## config.mk

```make
export PLATFORM = sky130hd
export DESIGN_NAME = l1_miss_request_arbiter_flat
export DESIGN_NICKNAME = d
export VERILOG_FILES = /design/src/rtl/l1_miss_request_arbiter_pkg.sv /design/src/rtl/l1_miss_request_arbiter_if.sv /design/src/rtl/l1_miss_request_arbiter_rr_arbiter.sv /design/src/rtl/l1_miss_request_arbiter.sv /design/src/flat_wrapper.sv
export SDC_FILE = /design/constraint.sdc
export NUM_CORES = 1
export LEC_CHECK = 0
export CORE_UTILIZATION = 33
export DETAILED_ROUTE_END_ITERATION = 16
export PLACE_DENSITY = 0.77
export SLEW_MARGIN = 25
export SYNTH_ARGS = -nofsm -noshare
export SYNTH_HDL_FRONTEND = slang
export SYNTH_HIERARCHICAL = 1
export SYNTH_SLANG_ARGS = --single-unit
export TNS_END_PERCENT = 100
```

## constraint.sdc

```tcl
create_clock -name clk -period 2.8 [get_ports clk]
set_clock_uncertainty 0.1 [all_clocks]
set_input_delay 0.84 -clock clk [delete_from_list [all_inputs] [get_ports clk]]
set_output_delay 0.84 -clock clk [all_outputs]
set_load 0.02 [all_outputs]
```

## src/rtl/l1_miss_request_arbiter_pkg.sv

```systemverilog
// Shared defines for the L1 miss request path to L2.
// Types, widths and packet encodings used by the arbiter and its bench.
package l1_miss_request_arbiter_pkg;
   localparam int THREADS_PER_CORE = 4;
   localparam int MAX_OUTSTANDING = 2 * THREADS_PER_CORE;
   localparam int CACHE_LINE_INDEX_W = 26;

   typedef logic [CACHE_LINE_INDEX_W-1:0] cache_line_index_t;
   typedef logic [$clog2(THREADS_PER_CORE)-1:0] l1_miss_entry_idx_t;
   typedef logic [1:0] core_id_t;

   typedef enum logic {
      UNIT_ICACHE = 1'b0,
      UNIT_DCACHE = 1'b1
   } cache_unit_t;

   typedef enum logic [1:0] {
      L2REQ_LOAD       = 2'd0,
      L2REQ_STORE      = 2'd1,
      L2REQ_LOAD_SYNC  = 2'd2,
      L2REQ_STORE_SYNC = 2'd3
   } l2req_packet_type_t;

   typedef struct packed {
      core_id_t           core;
      l1_miss_entry_idx_t id;
      cache_unit_t        unit;
      l2req_packet_type_t packet_type;
      cache_line_index_t  address;
   } l2req_packet_t;
endpackage

```

## src/rtl/l1_miss_request_arbiter_if.sv

```systemverilog
// Miss-queue dequeue ports, L2 request handshake and response retire bus.
// slave is the arbiter side, master the miss queues / L2 side.
interface l1_miss_request_arbiter_if;
   import l1_miss_request_arbiter_pkg::*;

   logic               icache_dequeue_ready;
   cache_line_index_t  icache_dequeue_addr;
   l1_miss_entry_idx_t icache_dequeue_idx;
   logic               icache_dequeue_ack;

   logic               dcache_dequeue_ready;
   cache_line_index_t  dcache_dequeue_addr;
   l1_miss_entry_idx_t dcache_dequeue_idx;
   logic               dcache_dequeue_sync;
   logic               dcache_dequeue_ack;

   logic               l2i_request_valid;
   logic               l2i_request_ready;
   l2req_packet_t      l2i_request;

   logic               l2_response_valid;
   cache_unit_t        l2_response_unit;

   logic [3:0]         outstanding_count;

   modport slave (
      input  icache_dequeue_ready,
      input  icache_dequeue_addr,
      input  icache_dequeue_idx,
      output icache_dequeue_ack,
      input  dcache_dequeue_ready,
      input  dcache_dequeue_addr,
      input  dcache_dequeue_idx,
      input  dcache_dequeue_sync,
      output dcache_dequeue_ack,
      output l2i_request_valid,
      input  l2i_request_ready,
      output l2i_request,
      input  l2_response_valid,
      input  l2_response_unit,
      output outstanding_count
   );

   modport master (
      output icache_dequeue_ready,
      output icache_dequeue_addr,
      output icache_dequeue_idx,
      input  icache_dequeue_ack,
      output dcache_dequeue_ready,
      output dcache_dequeue_addr,
      output dcache_dequeue_idx,
      output dcache_dequeue_sync,
      input  dcache_dequeue_ack,
      input  l2i_request_valid,
      output l2i_request_ready,
      input  l2i_request,
      output l2_response_valid,
      output l2_response_unit,
      input  outstanding_count
   );
endinterface

```

## src/rtl/l1_miss_request_arbiter_rr_arbiter.sv

```systemverilog
// Round-robin arbiter: the requester after the last winner has priority.
// The last-winner index only moves when update_lru is asserted.
module rr_arbiter #(
   parameter int NUM_REQUESTERS = 2,
   localparam int IDX_W = (NUM_REQUESTERS > 1) ? $clog2(NUM_REQUESTERS) : 1
) (
   input  logic                      clk,
   input  logic                      reset,
   input  logic [NUM_REQUESTERS-1:0] request,
   input  logic                      update_lru,
   output logic [NUM_REQUESTERS-1:0] grant_oh
);
   logic [IDX_W-1:0] last;
   logic [IDX_W-1:0] grant_idx;
   logic [IDX_W-1:0] cand;
   logic             found;
   int               k;

   always_comb begin
      grant_oh = '0;
      grant_idx = last;
      cand = '0;
      found = 1'b0;
      k = 0;
      for (int i = 1; i <= NUM_REQUESTERS; i++) begin
         k = (int'(last) + i) % NUM_REQUESTERS;
         cand = IDX_W'(k);
         if (!found && request[cand]) begin
            found = 1'b1;
            grant_oh[cand] = 1'b1;
            grant_idx = cand;
         end
      end
   end

   // Index 0 counts as last winner out of reset, so index 1 goes first
   always_ff @(posedge clk or negedge reset) begin
      if (!reset) begin
         last <= '0;
      end else if (update_lru) begin
         last <= grant_idx;
      end
   end
endmodule

```

## src/rtl/l1_miss_request_arbiter.sv

```systemverilog
// Arbitrates icache/dcache miss-queue heads into a single registered L2
// request slot and tracks how many loads are outstanding at L2.
module l1_miss_request_arbiter
   import l1_miss_request_arbiter_pkg::*;
#(
   parameter core_id_t CORE_ID = '0
) (
   input logic                    clk,
   input logic                    reset,
   l1_miss_request_arbiter_if.slave bus
);
   logic          accept;
   logic          transfer;
   logic [1:0]    request;
   logic [1:0]    grant_oh;
   logic          grant_valid;
   logic          slot_valid;
   l2req_packet_t slot;
   l2req_packet_t next_req;
   logic [3:0]    count;

   assign transfer = slot_valid && bus.l2i_request_ready;
   assign accept = reset && (!slot_valid || bus.l2i_request_ready);
   assign request = {bus.dcache_dequeue_ready, bus.icache_dequeue_ready}
                  & {2{accept}};
   assign grant_valid = |grant_oh;

   rr_arbiter #(
      .NUM_REQUESTERS(2)
   ) u_rr (
      .clk        (clk),
      .reset      (reset),
      .request    (request),
      .update_lru (grant_valid),
      .grant_oh   (grant_oh)
   );

   assign bus.icache_dequeue_ack = grant_oh[0];
   assign bus.dcache_dequeue_ack = grant_oh[1];

   always_comb begin
      next_req.core = CORE_ID;
      next_req.id = bus.icache_dequeue_idx;
      next_req.unit = UNIT_ICACHE;
      next_req.packet_type = L2REQ_LOAD;
      next_req.address = bus.icache_dequeue_addr;
      if (grant_oh[1]) begin
         next_req.id = bus.dcache_dequeue_idx;
         next_req.unit = UNIT_DCACHE;
         next_req.address = bus.dcache_dequeue_addr;
         if (bus.dcache_dequeue_sync) begin
            next_req.packet_type = L2REQ_LOAD_SYNC;
         end
      end
   end

   always_ff @(posedge clk or negedge reset) begin
      if (!reset) begin
         slot_valid <= 1'b0;
      end else if (accept) begin
         slot_valid <= grant_valid;
      end
   end

   // Payload is qualified by slot_valid, so it needs no reset
   always_ff @(posedge clk) begin
      if (grant_valid) begin
         slot <= next_req;
      end
   end

   always_ff @(posedge clk or negedge reset) begin
      if (!reset) begin
         count <= '0;
      end else begin
         unique case ({transfer, bus.l2_response_valid})
            2'b10:   count <= count + 4'd1;
            2'b01:   count <= count - 4'd1;
            default: count <= count;
         endcase
      end
   end

   assign bus.l2i_request_valid = slot_valid;
   assign bus.l2i_request = slot;
   assign bus.outstanding_count = count;

   a_no_underflow: assert property (@(posedge clk) disable iff (!reset)
      !(bus.l2_response_valid && !transfer && count == 4'd0));

   a_no_overflow: assert property (@(posedge clk) disable iff (!reset)
      !(transfer && !bus.l2_response_valid
        && count == 4'(MAX_OUTSTANDING)));

   a_one_ack: assert property (@(posedge clk) disable iff (!reset)
      $onehot0({bus.icache_dequeue_ack, bus.dcache_dequeue_ack}));

   a_resp_unit: assert property (@(posedge clk) disable iff (!reset)
      bus.l2_response_valid |->
         (bus.l2_response_unit inside {UNIT_ICACHE, UNIT_DCACHE}));
endmodule
```

## src/flat_wrapper.sv

```systemverilog
// flat-port wrapper written by rule: the top's interface ports become plain ports
module l1_miss_request_arbiter_flat import l1_miss_request_arbiter_pkg::*;
#(
   parameter core_id_t CORE_ID = '0
)
  (clk, reset, bus_icache_dequeue_ready, bus_icache_dequeue_addr, bus_icache_dequeue_idx, bus_icache_dequeue_ack, bus_dcache_dequeue_ready, bus_dcache_dequeue_addr, bus_dcache_dequeue_idx, bus_dcache_dequeue_sync, bus_dcache_dequeue_ack, bus_l2i_request_valid, bus_l2i_request_ready, bus_l2i_request, bus_l2_response_valid, bus_l2_response_unit, bus_outstanding_count);
  l1_miss_request_arbiter_if bus_i ();
  input logic clk;
  input logic reset;
  input wire logic [$bits(bus_i.icache_dequeue_ready)-1:0] bus_icache_dequeue_ready;
  input wire logic [$bits(bus_i.icache_dequeue_addr)-1:0] bus_icache_dequeue_addr;
  input wire logic [$bits(bus_i.icache_dequeue_idx)-1:0] bus_icache_dequeue_idx;
  output wire logic [$bits(bus_i.icache_dequeue_ack)-1:0] bus_icache_dequeue_ack;
  input wire logic [$bits(bus_i.dcache_dequeue_ready)-1:0] bus_dcache_dequeue_ready;
  input wire logic [$bits(bus_i.dcache_dequeue_addr)-1:0] bus_dcache_dequeue_addr;
  input wire logic [$bits(bus_i.dcache_dequeue_idx)-1:0] bus_dcache_dequeue_idx;
  input wire logic [$bits(bus_i.dcache_dequeue_sync)-1:0] bus_dcache_dequeue_sync;
  output wire logic [$bits(bus_i.dcache_dequeue_ack)-1:0] bus_dcache_dequeue_ack;
  output wire logic [$bits(bus_i.l2i_request_valid)-1:0] bus_l2i_request_valid;
  input wire logic [$bits(bus_i.l2i_request_ready)-1:0] bus_l2i_request_ready;
  output wire logic [$bits(bus_i.l2i_request)-1:0] bus_l2i_request;
  input wire logic [$bits(bus_i.l2_response_valid)-1:0] bus_l2_response_valid;
  input wire logic [$bits(bus_i.l2_response_unit)-1:0] bus_l2_response_unit;
  output wire logic [$bits(bus_i.outstanding_count)-1:0] bus_outstanding_count;
  assign bus_i.icache_dequeue_ready = bus_icache_dequeue_ready;
  assign bus_i.icache_dequeue_addr = bus_icache_dequeue_addr;
  assign bus_i.icache_dequeue_idx = bus_icache_dequeue_idx;
  assign bus_icache_dequeue_ack = bus_i.icache_dequeue_ack;
  assign bus_i.dcache_dequeue_ready = bus_dcache_dequeue_ready;
  assign bus_i.dcache_dequeue_addr = bus_dcache_dequeue_addr;
  assign bus_i.dcache_dequeue_idx = bus_dcache_dequeue_idx;
  assign bus_i.dcache_dequeue_sync = bus_dcache_dequeue_sync;
  assign bus_dcache_dequeue_ack = bus_i.dcache_dequeue_ack;
  assign bus_l2i_request_valid = bus_i.l2i_request_valid;
  assign bus_i.l2i_request_ready = bus_l2i_request_ready;
  assign bus_l2i_request = bus_i.l2i_request;
  assign bus_i.l2_response_valid = bus_l2_response_valid;
  assign bus_i.l2_response_unit = bus_l2_response_unit;
  assign bus_outstanding_count = bus_i.outstanding_count;
  l1_miss_request_arbiter #(.CORE_ID(CORE_ID)) u_core (.clk(clk), .reset(reset), .bus(bus_i));
endmodule
```

# Yosys cells after proc, flatten, opt, wreduce, memory -nomap -nowiden
# Cells that the tools add are included.
# op_classes
addsub	4
n_bitwise	2
reduce_logical	12
magnitude_cmp	4
n_eq_ne	2
muxes	16
# op_table
cell	n
31-bit two-way mux	1
1-bit two-way mux	9
4-bit case mux with 2 select lines	1
2-bit two-way mux	3
1-bit logical AND	5
4-bit by 1-bit adder with 4-bit output (second input constant)	1
1-bit by 2-bit < comparator with 1-bit output (second input constant)	2
2-bit nonzero test	2
4-bit by 1-bit subtractor with 4-bit output (second input constant)	1
1-bit adder (second input constant)	2
2-bit bitwise AND	1
1-bit demux with 1-bit select	2
2-bit by 1-bit equality test with 1-bit output (second input constant)	1
2-bit equality test (second input constant)	1
1-bit greater-or-equal comparator (second input constant)	2
1-bit zero test	2
2-bit bitwise OR	1
2-bit AND reduction	1
2-bit OR reduction	1
1-bit logical OR	1
# totals
out_inout_bits	40
in_bits	64
reg_bits	37
word_cells	47

# Longest topological paths before layout
# Gate-level depths: netlist of the first run.
# logic_depth
depth_word	12
ltp_mapped	8
depth_no_buf	8

# Cells and area by module
# Netlist of the first run, hierarchy kept.
# by_module_without_submodules
mod	seq_area_each_um2	cells_each	instances	area_each_um2
l1_miss_request_arbiter	1026.0	99	1	1579.0
rr_arbiter	25.0	6	1	55.1

# Worst setup path before layout of the first run
# Ideal clock, no wire load.
# synth_timing
kind	input -> register
startpoint	in reset
endpoint	reg u_core.u_rr.last
n_path_buf	1
required_ns	2.611
t_arrival_ns	3.283
stages	7
setup_ns	0.089
slack_ns	-0.672
cell_sequence	o21ai_1 nor2_1 a21boi_0 clkbuf_1 or2_1 a21oi_1 a31oi_1
# synth_via
elab_chain_cells	10
word_cells_on_any_way	16
cone_classes	8 x mux; 2 x bitwise; 6 x reduce/logical
# synth_rtl
element	line	source
from (decl)	flat_wrapper.sv:9	input logic reset;
1-bit logical AND *	l1_miss_request_arbiter.sv:23	assign accept = reset && (!slot_valid || bus.l2i_request_ready);
2-bit bitwise AND *	l1_miss_request_arbiter.sv:25	& {2{accept}};
net u_core.request[1]	l1_miss_request_arbiter.sv:14	logic [1:0] request;
1-bit two-way mux (implied by the code) (2 in a row)	l1_miss_request_arbiter_rr_arbiter.sv:28	if (!found && request[cand]) begin
1-bit two-way mux	l1_miss_request_arbiter_rr_arbiter.sv:28	
1-bit zero test	l1_miss_request_arbiter_rr_arbiter.sv:28	
1-bit logical AND	l1_miss_request_arbiter_rr_arbiter.sv:28	
2-bit two-way mux *	l1_miss_request_arbiter_rr_arbiter.sv:28	
net bus_dcache_dequeue_ack	flat_wrapper.sv:18	output wire logic [$bits(bus_i.dcache_dequeue_ack)-1:0] bus_dcache_dequeue_ack;
2-bit OR reduction *	l1_miss_request_arbiter.sv:26	assign grant_valid = |grant_oh;
net u_core.grant_valid	l1_miss_request_arbiter.sv:16	logic grant_valid;
2-bit AND reduction (no source line) *	n/a	
to (signal assigned)	l1_miss_request_arbiter_rr_arbiter.sv:41	last <= grant_idx;
to (decl)	l1_miss_request_arbiter_rr_arbiter.sv:13	logic [IDX_W-1:0] last;
# The timed path passes the listed nets; every way through them passes the cells marked *. The select of a mux whose other input is x is not followed.
# A chain may end at the register's enable or synchronous reset.

# Worst setup path in the final report of the first run
# layout_timing
startpoint	in bus_icache_dequeue_ready
endpoint	out bus_icache_dequeue_ack
# layout_via
elab_chain_cells	7
word_cells_on_any_way	11
cone_classes	7 x mux; 2 x bitwise; 2 x reduce/logical
# layout_rtl
element	line	source
from (decl)	flat_wrapper.sv:10	input wire logic [$bits(bus_i.icache_dequeue_ready)-1:0] bus_icache_dequeue_ready;
2-bit bitwise AND *	l1_miss_request_arbiter.sv:25	
net u_core.request[0]	l1_miss_request_arbiter.sv:14	
1-bit two-way mux (implied by the code) (2 in a row)	l1_miss_request_arbiter_rr_arbiter.sv:28	
1-bit two-way mux	l1_miss_request_arbiter_rr_arbiter.sv:28	
1-bit zero test	l1_miss_request_arbiter_rr_arbiter.sv:28	
1-bit logical AND	l1_miss_request_arbiter_rr_arbiter.sv:28	
2-bit two-way mux *	l1_miss_request_arbiter_rr_arbiter.sv:28	
to (decl)	flat_wrapper.sv:13	output wire logic [$bits(bus_i.icache_dequeue_ack)-1:0] bus_icache_dequeue_ack;
# Marks and branches as above.

==> results.yml, run 1 <==
synth:
  synth_area_sq_um: 1630
  yosysTopAreaCell: "edfxtp_1"
  synth_flop_cell: "edfxtp_1"
  synth_cells: 105
  ys_ff_latch: 36
  syn_area_per_cell_sq_um: 15.6
  ys_top_cells_by_area: "edfxtp_1 (55%), mux2_1 (20%), dfrtp_1 (9.2%), ha_1 (2.3%), xor2_1 (2.1%)"
  yosysSeqAreaShare_pct: 64.3
  synth_edf_count: 30
  async_flop_share_pct: 16.7
  ys_warn_count: 6
  synth_cell_types: 25
  synth_top_area_share_pct: 55.1
global_route:
  antenna_found_initial: 0
  grt_pass1_vias: 1189
  grt_pass1_wl_um: 5800
  grt_overflow_total: 0
  grt_use_total_pct: 15.0
  grt_max_degree: 32
clocking:
  cts.clk_slew.worst_paths_ps: 70
  root_buffer: "clkbuf_8"
  cts_buffer_depth: 2
  cts_buffers: 5
  cts.sinks: 36
  clk_latency_ps: 280
  htree_num_levels: 2
  cts_tree: "done"
setup_path:
  crit_type: "primary input to primary output"
  critical-path-slowest-cell: "clkdlybuf4s50_1"
  reg2reg_setup_slack_ps: 550
  end_kind: "primary output"
  crit_chain: "clkdlybuf4s50_1, inv_1, nor2_2, a21boi_2, buf_6"
  crit_fanout: 2
  start_kind: "primary input"
  slowest_delay_ps: 450
  crit_arrival_ps: 1810
  cp.required_ps: 1860
layout:
  area_growth_pct: 76.8
  final_core_util_pct: 60.8
  fin_nets: 284
  layout-drive-gt1-share_pct: 11.0
  diodes: 0
die:
  core_area_sq_um: 4750
  placementRows: 25
  dieArea_sq_um: 5240
  initial_core_util_pct: 34.4
  fp.dieH_um: 72.4
  die_w_um: 72.4
  io-pin-count: 104
place:
  io_buffer_count: 99
  place_congestion: 0.738
  hpwlAfterDp_um: 3100
timing:
  hold_viol_final: 0
  setup_viol: 0
  finalMaxSlewViolations: 0
  timing.fmax_ghz: 0.364
  min_period_over_period_pct: 98.1
  fin_crit_ps: 2750
routing:
  dr.first_iter.drc_count: 46
  dr.pass1.iters: 4
  viasPerCell: 4.43
  num_vias: 1262
  routed_wl_um: 4130
  antenna_left: 0
  drc: 0
  wire_per_inst_um: 14.5
flow_run:
  drv_cap: 0
power:
  p_per_area_nw_per_um2: 575
  total_power_mw: 1.66
  p_leak_nw: 1.09
  peakVddDrop_uv: 423
status:
  status: "completed"
min_path:
  hold_class: "flip-flop to flip-flop"
==> report_power, final <==
part	switching, mW	internal, mW
clock	0.168	0.173
sequential	0.0702	0.683
combinational	0.253	0.314
==> metrics by stage <==
step	setup TNS, ps	setup WS [ps]	cells	cell area (sq um)	hold WS, ps
after floorplan	0	0.262	107	1640	380
after global placement	-15550	-611	276	2790	373
after detailed placement	-15690	-617	276	2790	369
after CTS	0	39.6	285	2880	389
after global routing	-13.4	-13.4	285	2890	420
final	0	53.9	285	2890	383
==> per-layer routing <==
metal / vias up / global-route usage [%] / part of all wire [%]
li1: 605 / - / -
met4: 0 / 3.92 / 0
met2: 58 / 24.5 / 48
met3: 0 / 5.14 / 8.5
met1: 599 / 19.1 / 44
met5: - / 0 / 0
==> layout by cell type (no fill, tap or decap), drive strengths merged <==
master          n
mux2           29
xor2            4
a21oi           2
a22o            1
edfxtp         30
or2             1
a31oi           2
or3             1
a21boi          2
xnor2           1
clkdlybuf4s50  95
nand2           3
buf            12
clkinv          1
dfrtp           6
clkbuf          7
nand3b          1
and2            1
or4b            1
inv             4
nor2            3
dlygate4sd2     2
nand2b          1
ha              3
conb            3
o21ai           2
==> critical path, delay by kind of cell <==
| kind | cells | cell delay, ps |
|---|---|---|
| AND/OR/NAND/NOR | 1 | 120 |
| buffers and inverters | 3 | 640 |
| AO/OA/AOI/OAI | 1 | 200 |
==> worst paths after layout <==
path,depth (start not counted),from,endpoint
worst max-delay path,5,bus_icache_dequeue_ready,bus_icache_dequeue_ack
worst min-delay path,1,u_core/bus.outstanding_count[3],u_core/bus.outstanding_count[3]
worst max register to register,8,u_core/bus.l2i_request_valid,u_core/bus.l2i_request[8]
worst min register to register,1,u_core/bus.outstanding_count[3],u_core/bus.outstanding_count[3]
max in group asynchronous,2,reset,u_core/bus.outstanding_count[0]
min in group asynchronous,2,reset,u_core/bus.outstanding_count[3]
==> flip-flops by register name (all words and copies together) (netlist names) <==
register and cells:
u_core/bus.l2i_request 30, u_core/bus.outstanding_count 4, u_core/u_rr/last 1, u_core/bus.l2i_request_valid 1
==> repair_timing <==
action                     CTS  global route
buffers inserted             1             0
setup endpoints to repair    2             2
hold buffers                 0             0
pin swaps                    3             1
gates resized for setup     16             2
==> logic make-up (layout without fill, tap and decap cells) <==
| family | count (synthesis) | count (layout) | share of synthesized area (%) |
|---|---|---|---|
| flops | 36 | 36 | 64.3 |
| compound gates | 9 | 9 | 3.45 |
| other cells | 1 | 3 | 0.229 |
| simple gates | 12 | 12 | 4.06 |
| fa+ha+maj | 3 | 3 | 2.30 |
| mux | 29 | 29 | 20.0 |
| xor+xnor | 5 | 5 | 2.68 |
| buf+inv | 10 | 121 | 2.99 |
==> cell usage after synthesis, types with 2 or more instances <==
| cell | n |
|---|---|
| edfxtp_1 | 30 |
| a21oi_1 | 2 |
| buf_4 | 3 |
| xor2_1 | 4 |
| clkbuf_1 | 3 |
| a31oi_1 | 2 |
| dfrtp_1 | 6 |
| nor2_1 | 3 |
| mux2_1 | 29 |
| inv_1 | 4 |
| ha_1 | 3 |
| nand2_1 | 3 |
==> layout make-up <==
cell class | count | area, sq um
well taps | 67 | 83.8
repair buffers | 109 | 1090
clock buffers | 7 | 76.3
multi-input cells | 61 | 568
fillers | 406 | 1870
flip-flops and latches | 36 | 1050
clock inverters | 1 | 3.75
inverters | 4 | 15.0
Power figures use the tool's default switching activity.
==> run 2: changes to the inputs <==
--- a/config.mk
+++ b/config.mk
@@ -7,6 +7,7 @@
 export LEC_CHECK = 0
 export CORE_UTILIZATION = 33
 export DETAILED_ROUTE_END_ITERATION = 16
+export MAX_ROUTING_LAYER = met4
 export PLACE_DENSITY = 0.77
 export SLEW_MARGIN = 25
 export SYNTH_ARGS = -nofsm -noshare
==> run 2 against run 1 <==
Register-to-register slack barely moved. Setup slack barely moved. Combinational power barely moved. Clock power barely moved. Power barely moved. Die area did not move. Worst hold slack barely moved. Clock-buffer cell count did not move. Critical path depth did not move. Critical endpoint unchanged. Largest cell class unchanged.
==> results.yml, run 2 (same netlist as run 1, synthesis figures left out) <==
global_route:
  antenna_found_initial: 0
  grt_use_total_pct: 15.5
  grt_pass1_wl_um: 5800
  grt_max_degree: 32
  grt_pass1_vias: 1192
  grt_overflow_total: 0
setup_path:
  r2r_cells: 8
  crit_arrival_ps: 1810
  crit_type: "primary input to primary output"
  slowest_delay_ps: 450
  r2r_end: "u_core/bus.l2i_request[8]"
  start_kind: "primary input"
  crit_fanout: 2
  crit_chain: "clkdlybuf4s50_1, inv_1, nor2_2, a21boi_2, buf_6"
  cp.required_ps: 1860
  timing.rr.start: "u_core/bus.l2i_request_valid"
  reg2reg_setup_slack_ps: 550
  critical-path-slowest-cell: "clkdlybuf4s50_1"
  crit_buf_inv: 3
  end_kind: "primary output"
  path_delay_family: "buffers and inverters"
die:
  initial_core_util_pct: 34.4
  core_area_sq_um: 4750
  placementRows: 25
  die_w_um: 72.4
  fp.dieH_um: 72.4
  io-pin-count: 104
  dieArea_sq_um: 5240
power:
  pwr-share-clk_pct: 20.5
  peakVddDrop_uv: 423
  pwr-share-comb_pct: 34.1
  p_sw_mw: 0.491
  p_int_mw: 1.17
  seqPwrFrac_pct: 45.4
  p_per_area_nw_per_um2: 575
  total_power_mw: 1.66
  p_leak_nw: 1.09
  switching_share_pct: 29.6
layout:
  final_common_cell: "clkdlybuf4s50_1"
  largest_reg_flops: 30
  fin_nets: 284
  final_cell_mix: "clkdlybuf4s50_1 (95), edfxtp_1 (30), mux2_1 (29)"
  diodes: 0
  layout-drive-gt1-share_pct: 11.0
  fill_cells: 406
  area_growth_pct: 76.8
  stdcell_count: 285
min_path:
  whs_endpoint: "u_core/bus.outstanding_count[3]"
  hold_depth: 1
  hp-start: "u_core/bus.outstanding_count[3]"
  hold_class: "flip-flop to flip-flop"
status:
  status: "completed"
routing:
  dr.pass1.iters: 4
  drc: 0
  routed_wl_um: 4130
  num_vias: 1259
  dr.first_iter.drc_count: 45
  wire_per_inst_um: 14.5
  viasPerCell: 4.42
  antenna_left: 0
timing:
  finalMaxSlewViolations: 0
  setup_viol: 0
  timing.fmax_ghz: 0.364
  setup_tns_ps: 0
  min_period_over_period_pct: 98.1
  hold_viol_final: 0
  hold_ws_ps: 383
  fin_crit_ps: 2750
clocking:
  clk_latency_ps: 280
  cts.sinks: 36
  root_buffer: "clkbuf_8"
  cts_buffers: 5
  htree_num_levels: 2
  cts_tree: "done"
  cts.clk_slew.worst_paths_ps: 70
  cts_buffer_depth: 2
  ctsHoldBuffers: 0
place:
  dp.cells: 276
  place_congestion: 0.747
  io_buffer_count: 99
  hpwlAfterDp_um: 3100
flow_run:
  drv_cap: 0
[run 2: cell counts in the layout (fill, tap and decap cells not counted)]
Identical to the previous run, type by type.
[run 2: power by group through the flow]
| stage | registers (mW) | logic (mW) | clock network (mW) |
|---|---|---|---|
| final | 0.754 | 0.567 | 0.341 |
| after global routing | 0.765 | 0.603 | 0.378 |
| after CTS | 0.754 | 0.571 | 0.360 |
| after detailed placement | 0.762 | 0.565 | 0 |
| after global placement | 0.761 | 0.557 | 0 |
| after floorplan | 0.845 | 0.171 | 0 |
[run 2: routing by layer]
metal	global-route usage (%)	vias up	part of all wire [%]
met1	19.1	596	44
met3	5.14	2	8.1
li1	-	605	-
met4	3.92	0	0.19
met2	24.5	56	47
met5	-	-	0
[run 2: worst max path at each step]
| stage | from | endpoint | slack, ps | cells after the start |
|---|---|---|---|---|
| after CTS | bus_icache_dequeue_ready | bus_icache_dequeue_ack | 40 | 5 |
| after floorplan | reset | u_core/bus.l2i_request[0] | 0.3 | 5 |
| final | bus_icache_dequeue_ready | bus_icache_dequeue_ack | 50 | 5 |
| after detailed placement | reset | bus_dcache_dequeue_ack | -620 | 5 |
| after global routing | bus_l2i_request_ready | bus_icache_dequeue_ack | -10 | 6 |
| after global placement | reset | bus_dcache_dequeue_ack | -610 | 5 |
[run 2: layout make-up]
cell class              count  area (sq um)  share of cell area [%]
flip-flops and latches     36          1050                    36.4
well taps                  67          83.8                    2.90
multi-input cells          61           568                    19.7
clock buffers               7          76.3                    2.64
inverters                   4          15.0                   0.520
repair buffers            109          1090                    37.8
clock inverters             1          3.75                   0.130
[run 2: metrics by stage]
stage | area, sq um | setup WS (ps) | utilization (%)
floorplan | 1640 | 0.262 | -
global placement | 2790 | -611 | 58.7
detailed placement | 2790 | -617 | 58.7
CTS | 2880 | 39.6 | 60.7
global route | 2890 | -13.4 | 60.8
finish | 2890 | 54.3 | 60.8
[run 2: what timing repair did]
action	4_1_cts	5_1_grt
endpoints found under the hold margin	0	0
buffers inserted	1	0
pin swaps	3	1
gates resized for setup	16	2
setup endpoints to repair	2	2
==> run 3: changes to the inputs <==
--- a/config.mk
+++ b/config.mk
@@ -14,4 +14,4 @@
 export SYNTH_HDL_FRONTEND = slang
 export SYNTH_HIERARCHICAL = 1
 export SYNTH_SLANG_ARGS = --single-unit
-export TNS_END_PERCENT = 100
+export TNS_END_PERCENT = 30
==> results of run 3 <==
Final layout, timing and power as in run 2 (identical DEF).
